## src/rtl/alu_sequencer.sv

```systemverilog
// Issues a host-loaded instruction buffer to a registered 8-bit ALU, one slot per clock,
// and returns each ALU result tagged with its slot index two edges after issue.
module alu_sequencer #(
  parameter int DEPTH = 16,
  parameter int AW    = 4
) (
  input  logic          i_clk,
  input  logic          i_rst,
  input  logic          i_prog_we,
  input  logic [AW-1:0] i_prog_addr,
  input  logic [19:0]   i_prog_data,
  input  logic          i_start,
  input  logic [AW:0]   i_len,
  output logic [3:0]    o_alu_sel,
  output logic [7:0]    o_alu_a,
  output logic [7:0]    o_alu_b,
  input  logic [7:0]    i_alu_out,
  output logic          o_res_valid,
  output logic [7:0]    o_res_data,
  output logic [AW-1:0] o_res_idx,
  output logic          o_busy,
  output logic          o_done,
  output logic          o_err
);

  typedef enum logic [1:0] {S_IDLE, S_ISSUE, S_DRAIN, S_DONE} state_t;

  localparam logic [AW:0] L_DEPTH = (AW+1)'(DEPTH);
  localparam logic [3:0]  L_DIV   = 4'b0011;

  state_t        r_state;
  state_t        w_next;
  logic [19:0]   r_mem [DEPTH];
  logic [AW:0]   r_n;
  logic [AW:0]   r_ptr;
  logic [3:0]    r_sel;
  logic [7:0]    r_a;
  logic [7:0]    r_b;
  logic          r_s1_vld;
  logic          r_s2_vld;
  logic [AW-1:0] r_s1_idx;
  logic [AW-1:0] r_s2_idx;
  logic          r_res_vld;
  logic [7:0]    r_res_data;
  logic [AW-1:0] r_res_idx;
  logic          r_busy;
  logic          r_done;
  logic          r_err;

  logic [AW:0]   w_len_clamped;
  logic [19:0]   w_instr;
  logic          w_div0;
  logic          w_last;
  logic          w_accept;
  logic          w_issue;
  logic          w_abort;

  assign w_len_clamped = (i_len > L_DEPTH) ? L_DEPTH : i_len;
  assign w_instr       = r_mem[r_ptr[AW-1:0]];
  assign w_div0        = (w_instr[19:16] == L_DIV) && (w_instr[7:0] == 8'd0);
  assign w_last        = (r_ptr == r_n - (AW+1)'(1));

  // Buffer has no reset; host writes are locked out only while a run is active.
  always_ff @(posedge i_clk) begin
    if (i_prog_we && !r_busy) begin
      r_mem[i_prog_addr] <= i_prog_data;
    end
  end

  always_ff @(posedge i_clk or posedge i_rst) begin
    if (i_rst) begin
      r_state <= S_IDLE;
    end else begin
      r_state <= w_next;
    end
  end

  always_comb begin
    w_next = r_state;
    case (r_state)
      S_IDLE:  if (i_start) w_next = (w_len_clamped == '0) ? S_DONE : S_ISSUE;
      S_ISSUE: if (w_div0 || w_last) w_next = S_DRAIN;
      S_DRAIN: if (!r_s1_vld) w_next = S_DONE;
      S_DONE:  w_next = S_IDLE;
      default: w_next = S_IDLE;
    endcase
  end

  always_comb begin
    w_accept = 1'b0;
    w_issue  = 1'b0;
    w_abort  = 1'b0;
    case (r_state)
      S_IDLE:  w_accept = i_start;
      S_ISSUE: begin
        w_issue = !w_div0;
        w_abort = w_div0;
      end
      default: ;
    endcase
  end

  // Anything not issued becomes ADD 0,0, which also zeroes the ALU accumulator.
  always_ff @(posedge i_clk or posedge i_rst) begin
    if (i_rst) begin
      r_n        <= '0;
      r_ptr      <= '0;
      r_sel      <= '0;
      r_a        <= '0;
      r_b        <= '0;
      r_s1_vld   <= 1'b0;
      r_s2_vld   <= 1'b0;
      r_s1_idx   <= '0;
      r_s2_idx   <= '0;
      r_res_vld  <= 1'b0;
      r_res_data <= '0;
      r_res_idx  <= '0;
      r_busy     <= 1'b0;
      r_done     <= 1'b0;
      r_err      <= 1'b0;
    end else begin
      if (w_accept) begin
        r_n   <= w_len_clamped;
        r_ptr <= '0;
      end else if (w_issue) begin
        r_ptr <= r_ptr + (AW+1)'(1);
      end
      r_sel    <= w_issue ? w_instr[19:16] : 4'd0;
      r_a      <= w_issue ? w_instr[15:8]  : 8'd0;
      r_b      <= w_issue ? w_instr[7:0]   : 8'd0;
      r_s1_vld <= w_issue;
      r_s1_idx <= r_ptr[AW-1:0];
      r_s2_vld <= r_s1_vld;
      r_s2_idx <= r_s1_idx;
      // ALU output at this edge belongs to the instruction issued two edges ago.
      r_res_vld <= r_s2_vld;
      if (r_s2_vld) begin
        r_res_data <= i_alu_out;
        r_res_idx  <= r_s2_idx;
      end
      r_busy <= (w_next == S_ISSUE) || (w_next == S_DRAIN);
      r_done <= (w_next == S_DONE);
      if (w_accept) begin
        r_err <= 1'b0;
      end else if (w_abort) begin
        r_err <= 1'b1;
      end
    end
  end

  assign o_alu_sel   = r_sel;
  assign o_alu_a     = r_a;
  assign o_alu_b     = r_b;
  assign o_res_valid = r_res_vld;
  assign o_res_data  = r_res_data;
  assign o_res_idx   = r_res_idx;
  assign o_busy      = r_busy;
  assign o_done      = r_done;
  assign o_err       = r_err;

endmodule
```

## config.mk

```make
export PLATFORM = sky130hd
export DESIGN_NAME = alu_sequencer
export DESIGN_NICKNAME = d
export VERILOG_FILES = /design/src/rtl/alu_sequencer.sv
export SDC_FILE = /design/constraint.sdc
export NUM_CORES = 1
export LEC_CHECK = 0
export ABC_AREA = 1
export CORE_AREA = 2 2 160 162
export DETAILED_ROUTE_END_ITERATION = 6
export DIE_AREA = 0 0 162 164
export PLACE_DENSITY_LB_ADDON = 0.08
export SLEW_MARGIN = 0
export SYNTH_ARGS = -nofsm -noshare
export SYNTH_HDL_FRONTEND = slang
export SYNTH_SLANG_ARGS = --single-unit
export TNS_END_PERCENT = 100
```

## constraint.sdc

```tcl
create_clock -name i_clk -period 4.4 [get_ports i_clk]
set_clock_uncertainty 0.05 [all_clocks]
set_input_delay 0.66 -clock i_clk [delete_from_list [all_inputs] [get_ports i_clk]]
set_output_delay 0.66 -clock i_clk [all_outputs]
set_load 0.005 [all_outputs]
```

==> metrics.md <==
| Metric | Value |
|---|---|
| Setup Viol. Count Final | 0 |
| Fillers | 1743 |
| LEAKAGE | slightly below 7 nW |
| Antenna violations before repair | 0 |
| Adder-Cell Fraction of Synth Area | less than 1% |
| RePlAce Congestion | 0.8029 |
| Critical path, cell by cell | nand2_1 > inv_2 > nand2_1 > nand2_1 > inv_1 > nand2_1 > nand2_1 > nor2_2 > nand3_2 > nand2_4 > o21bai_1 > ha_1 |
| Chip width | 162 um |
| Setup Total Neg Slack | 0 ns |
| Sequential area share after synthesis | 72.82% |
| Clock network power share | about 30% |
| Sequential power share | between 40 and 50% |
| DR vias | 9829 |
| Tightest Pin Transition | between 0.8 and 0.9 ns |
| Hold_buf cts | 0 |
| Hold/Removal Path Class | flip-flop to flip-flop |
| Vias/cell | 5.718 |
| Gr ovfl total | 0 |
| Status | complete, no violations |
| Distinct cell type count after synthesis | 33 |
| Simple-gate area share of the yosys netlist | ~15% |
| Cts bufs inserted | 39 |
| Worst-Skew Late Latency | approximately 0.52 ns |
| Max-slew headroom | 40.59% |
| Clock Path Buffers | 3 |
| Post-CTS Setup Inserts | 0 |
| Die area | 26570 um2 |
| Routed WL | 35470 um |
| # rows | 58 |
| Combinational Power Share | 30.5% |
| Synth Area in XOR/XNOR | less than 1% |
| Remaining DRCs | 0 |
| Largest net degree at the start of global routing | 105 |
| Net switching power figure | 3.596 mW |
| WL per Instance | just over 20 um |
| Post-CTS Resized | 0 |
| Clk sinks | 378 |
| Number of synthesized flops with an enable pin | 320 |
| Final Cycle Share | 77.83% |
| Tmin final | about 3.4 ns |
| Final ANT Viol Nets | 0 |
| Synth Cell Area | between 15000 and 20000 um2 |
| HPWL after DPL | 19810 um |
| Register Area | 11070 um2 |
| Asr flop ratio synth | 15.34% |
| Synth Flop Type | edfxtp_1 |
| Endpoints failing hold | 0 |
| Main combinational cell family by area after synthesis | simple AND/OR/NAND/NOR gates |
| Fraction of layout cells with a size suffix above 1 | 9.143% |
| Num ports | 77 |
| Synth Area in Compound Gates | 6.459% |
| Die height | 164 um |
| Vias in the first global route | 9428 |
| DR iter-0 viols | 1137 |
| Internal power | between 7 and 8 mW |
| Switching share of power | 33.05% |
| Multi-input logic area | 3542 um2 |
| #FFs+latches synth | roughly 380 |
| Cell mode on critical path | nand2_1 |
| Antenna diode count | 0 |
| Syn_area_per_cell | approximately 12 um2 |
| H-tree levels | 2 |
| Final Cell Area | ~18000 um2 |
| Cells after Synth | roughly 1300 |
| Root buffer cell | clkbuf_16 |
| Peak Freq | 0.2920 GHz |
| Max incr delay on CP | 0.92 ns |
| Final worst setup slack | 0.9754 ns |
| Syn Nets | 1327 |
| Number of max-cap violations | 0 |
| CTS clk-pin slew, worst paths | 0.06 ns |
| Slowest stage cell on the critical path | dfrtp_1 |
| GRT Total Usage | 27.22% |
| Setup repair after global routing missed its margin | no |
| P per Cell Area | 619.7 nW/um2 |
| Slew Viols, Final | 0 |
| # port buffers | 76 |
| Clock tree from TritonCTS | done |
| Largest vdd supply drop | 0.4639 mV |
| Final net count | 1404 |
| Worst-path fanout max | 27 |
| CP Capture Type | flip-flop |
| Core region area | 24820 um2 |
| Worst Path Required | about 4.8 ns |
| Placed inst area | 16300 um2 |
| Mux cell area share after synthesis | 0.8897% |
| Syn. warnings | 0 |
| Initial Util | 61.20% |
| Layout area overhead | 15.60% |
| Arrival time worst endpoint | 3.77 ns |
| First-pass GRT wire length | ~54000 um |
| Crit start category | flip-flop |
| Drt first pass iters | 6 |
| Worst Path Class, Setup | flip-flop to flip-flop |
| Pre-CTS setup slack | 1.063 ns |
==> cells by family after synthesis <==
group                    count (synthesis)
multiplexers                            12
buffers and inverters                  134
XOR/XNOR                                 7
adder cells (fa/ha/maj)                  3
AND/OR/NAND/NOR                        582
AO/OA/AOI/OAI                          167
flip-flops                             378
==> critical path: cells and delay by family (launching register included) <==
family	cells	cell delay, ns
adders and majority gates	1	0.28
AOI/OAI and AO/OA	1	0.11
buffers and inverters	2	0.49
DFF	1	0.92
and+or+nand+nor	8	1.45
==> synthesized netlist by cell type (all sizes together) (8+ instances only) <==
master	instances	area share, %
nand2	350	8.7
edfxtp	320	63
nor2	176	4.4
inv	66	1.6
a21oi	65	2.1
dfrtp	58	9.6
o21ai	57	1.9
buf	50	2.0
nand3	47	1.6
clkbuf	18	0.44
a22oi	16	0.79
mux2	12	0.89
a32o	8	0.53
o211ai	8	0.40
o311ai	8	0.46
==> layer usage <==
layer  up-vias  GRT usage, %  part of all wire [%]
met5         -             0                     0
met2       505         43.68                    48
met4         0         8.286                   2.4
met1      4704         38.94                    41
li1       4548             -                     -
met3        72         4.596                   9.2
==> registers in the layout, indices dropped and copies added, names as in the netlist, 5 cells and up <==
name,flops
o_alu_a,8
o_alu_b,8
o_res_data,8
r_mem,320
r_n,5
r_ptr,5
==> layout make-up <==
type | instances | share of cell area (%)
sequential | 378 | 63.02
multi-input combinational | 771 | 20.17
clock buffer | 55 | 6.278
timing repair buffer | 104 | 5.886
tap | 330 | 2.352
inverter | 66 | 1.425
clock inverter | 15 | 0.8623
==> stage by stage <==
stage | total power, mW | std cells | utilization (%) | hold WS, ns
floorplan | 6.610 | 1283 | - | 0.2812
global placement | 7.641 | 1649 | 65.69 | 0.2821
detailed placement | 7.694 | 1649 | 65.69 | 0.2864
CTS | 10.90 | 1719 | 70.75 | 0.3010
global route | 11.43 | 1719 | 70.75 | 0.3066
finish | 10.88 | 1719 | 70.75 | 0.2993
==> final timing paths <==
check,cells after the start,endpoint,slack [ns],start
setup / recovery,12,o_busy,0.98,r_ptr[2]
hold / removal,0,r_s2_idx[0],0.30,r_s1_idx[0]
setup reg to reg,12,o_busy,0.98,r_ptr[2]
hold reg to reg,0,r_s2_idx[0],0.30,r_s1_idx[0]
max in group asynchronous,3,o_alu_a[4],2.89,i_rst
min in group asynchronous,2,r_n[1],0.59,i_rst
==> power groups by stage <==
| stage | Clock [mW] | Combinational, mW | Sequential [mW] |
|---|---|---|---|
| after floorplan | 0 | 2.27 | 4.34 |
| after global placement | 0 | 3.22 | 4.42 |
| after detailed placement | 0 | 3.26 | 4.43 |
| after CTS | 3.24 | 3.29 | 4.36 |
| after global routing | 3.39 | 3.65 | 4.39 |
| final | 3.21 | 3.31 | 4.36 |
==> cells in the final DEF (no fill, tap or decap), types with 16 or more instances in the layout <==
cell type,n
inv_1,60
edfxtp_1,320
nor2_2,20
dfrtp_1,56
buf_4,23
clkdlybuf4s50_1,76
clkbuf_16,41
nand2_1,349
nand3_1,46
nor2_1,156
a22oi_1,16
a21oi_1,65
o21ai_1,50
No activity file was read; power rests on OpenSTA's default activity.
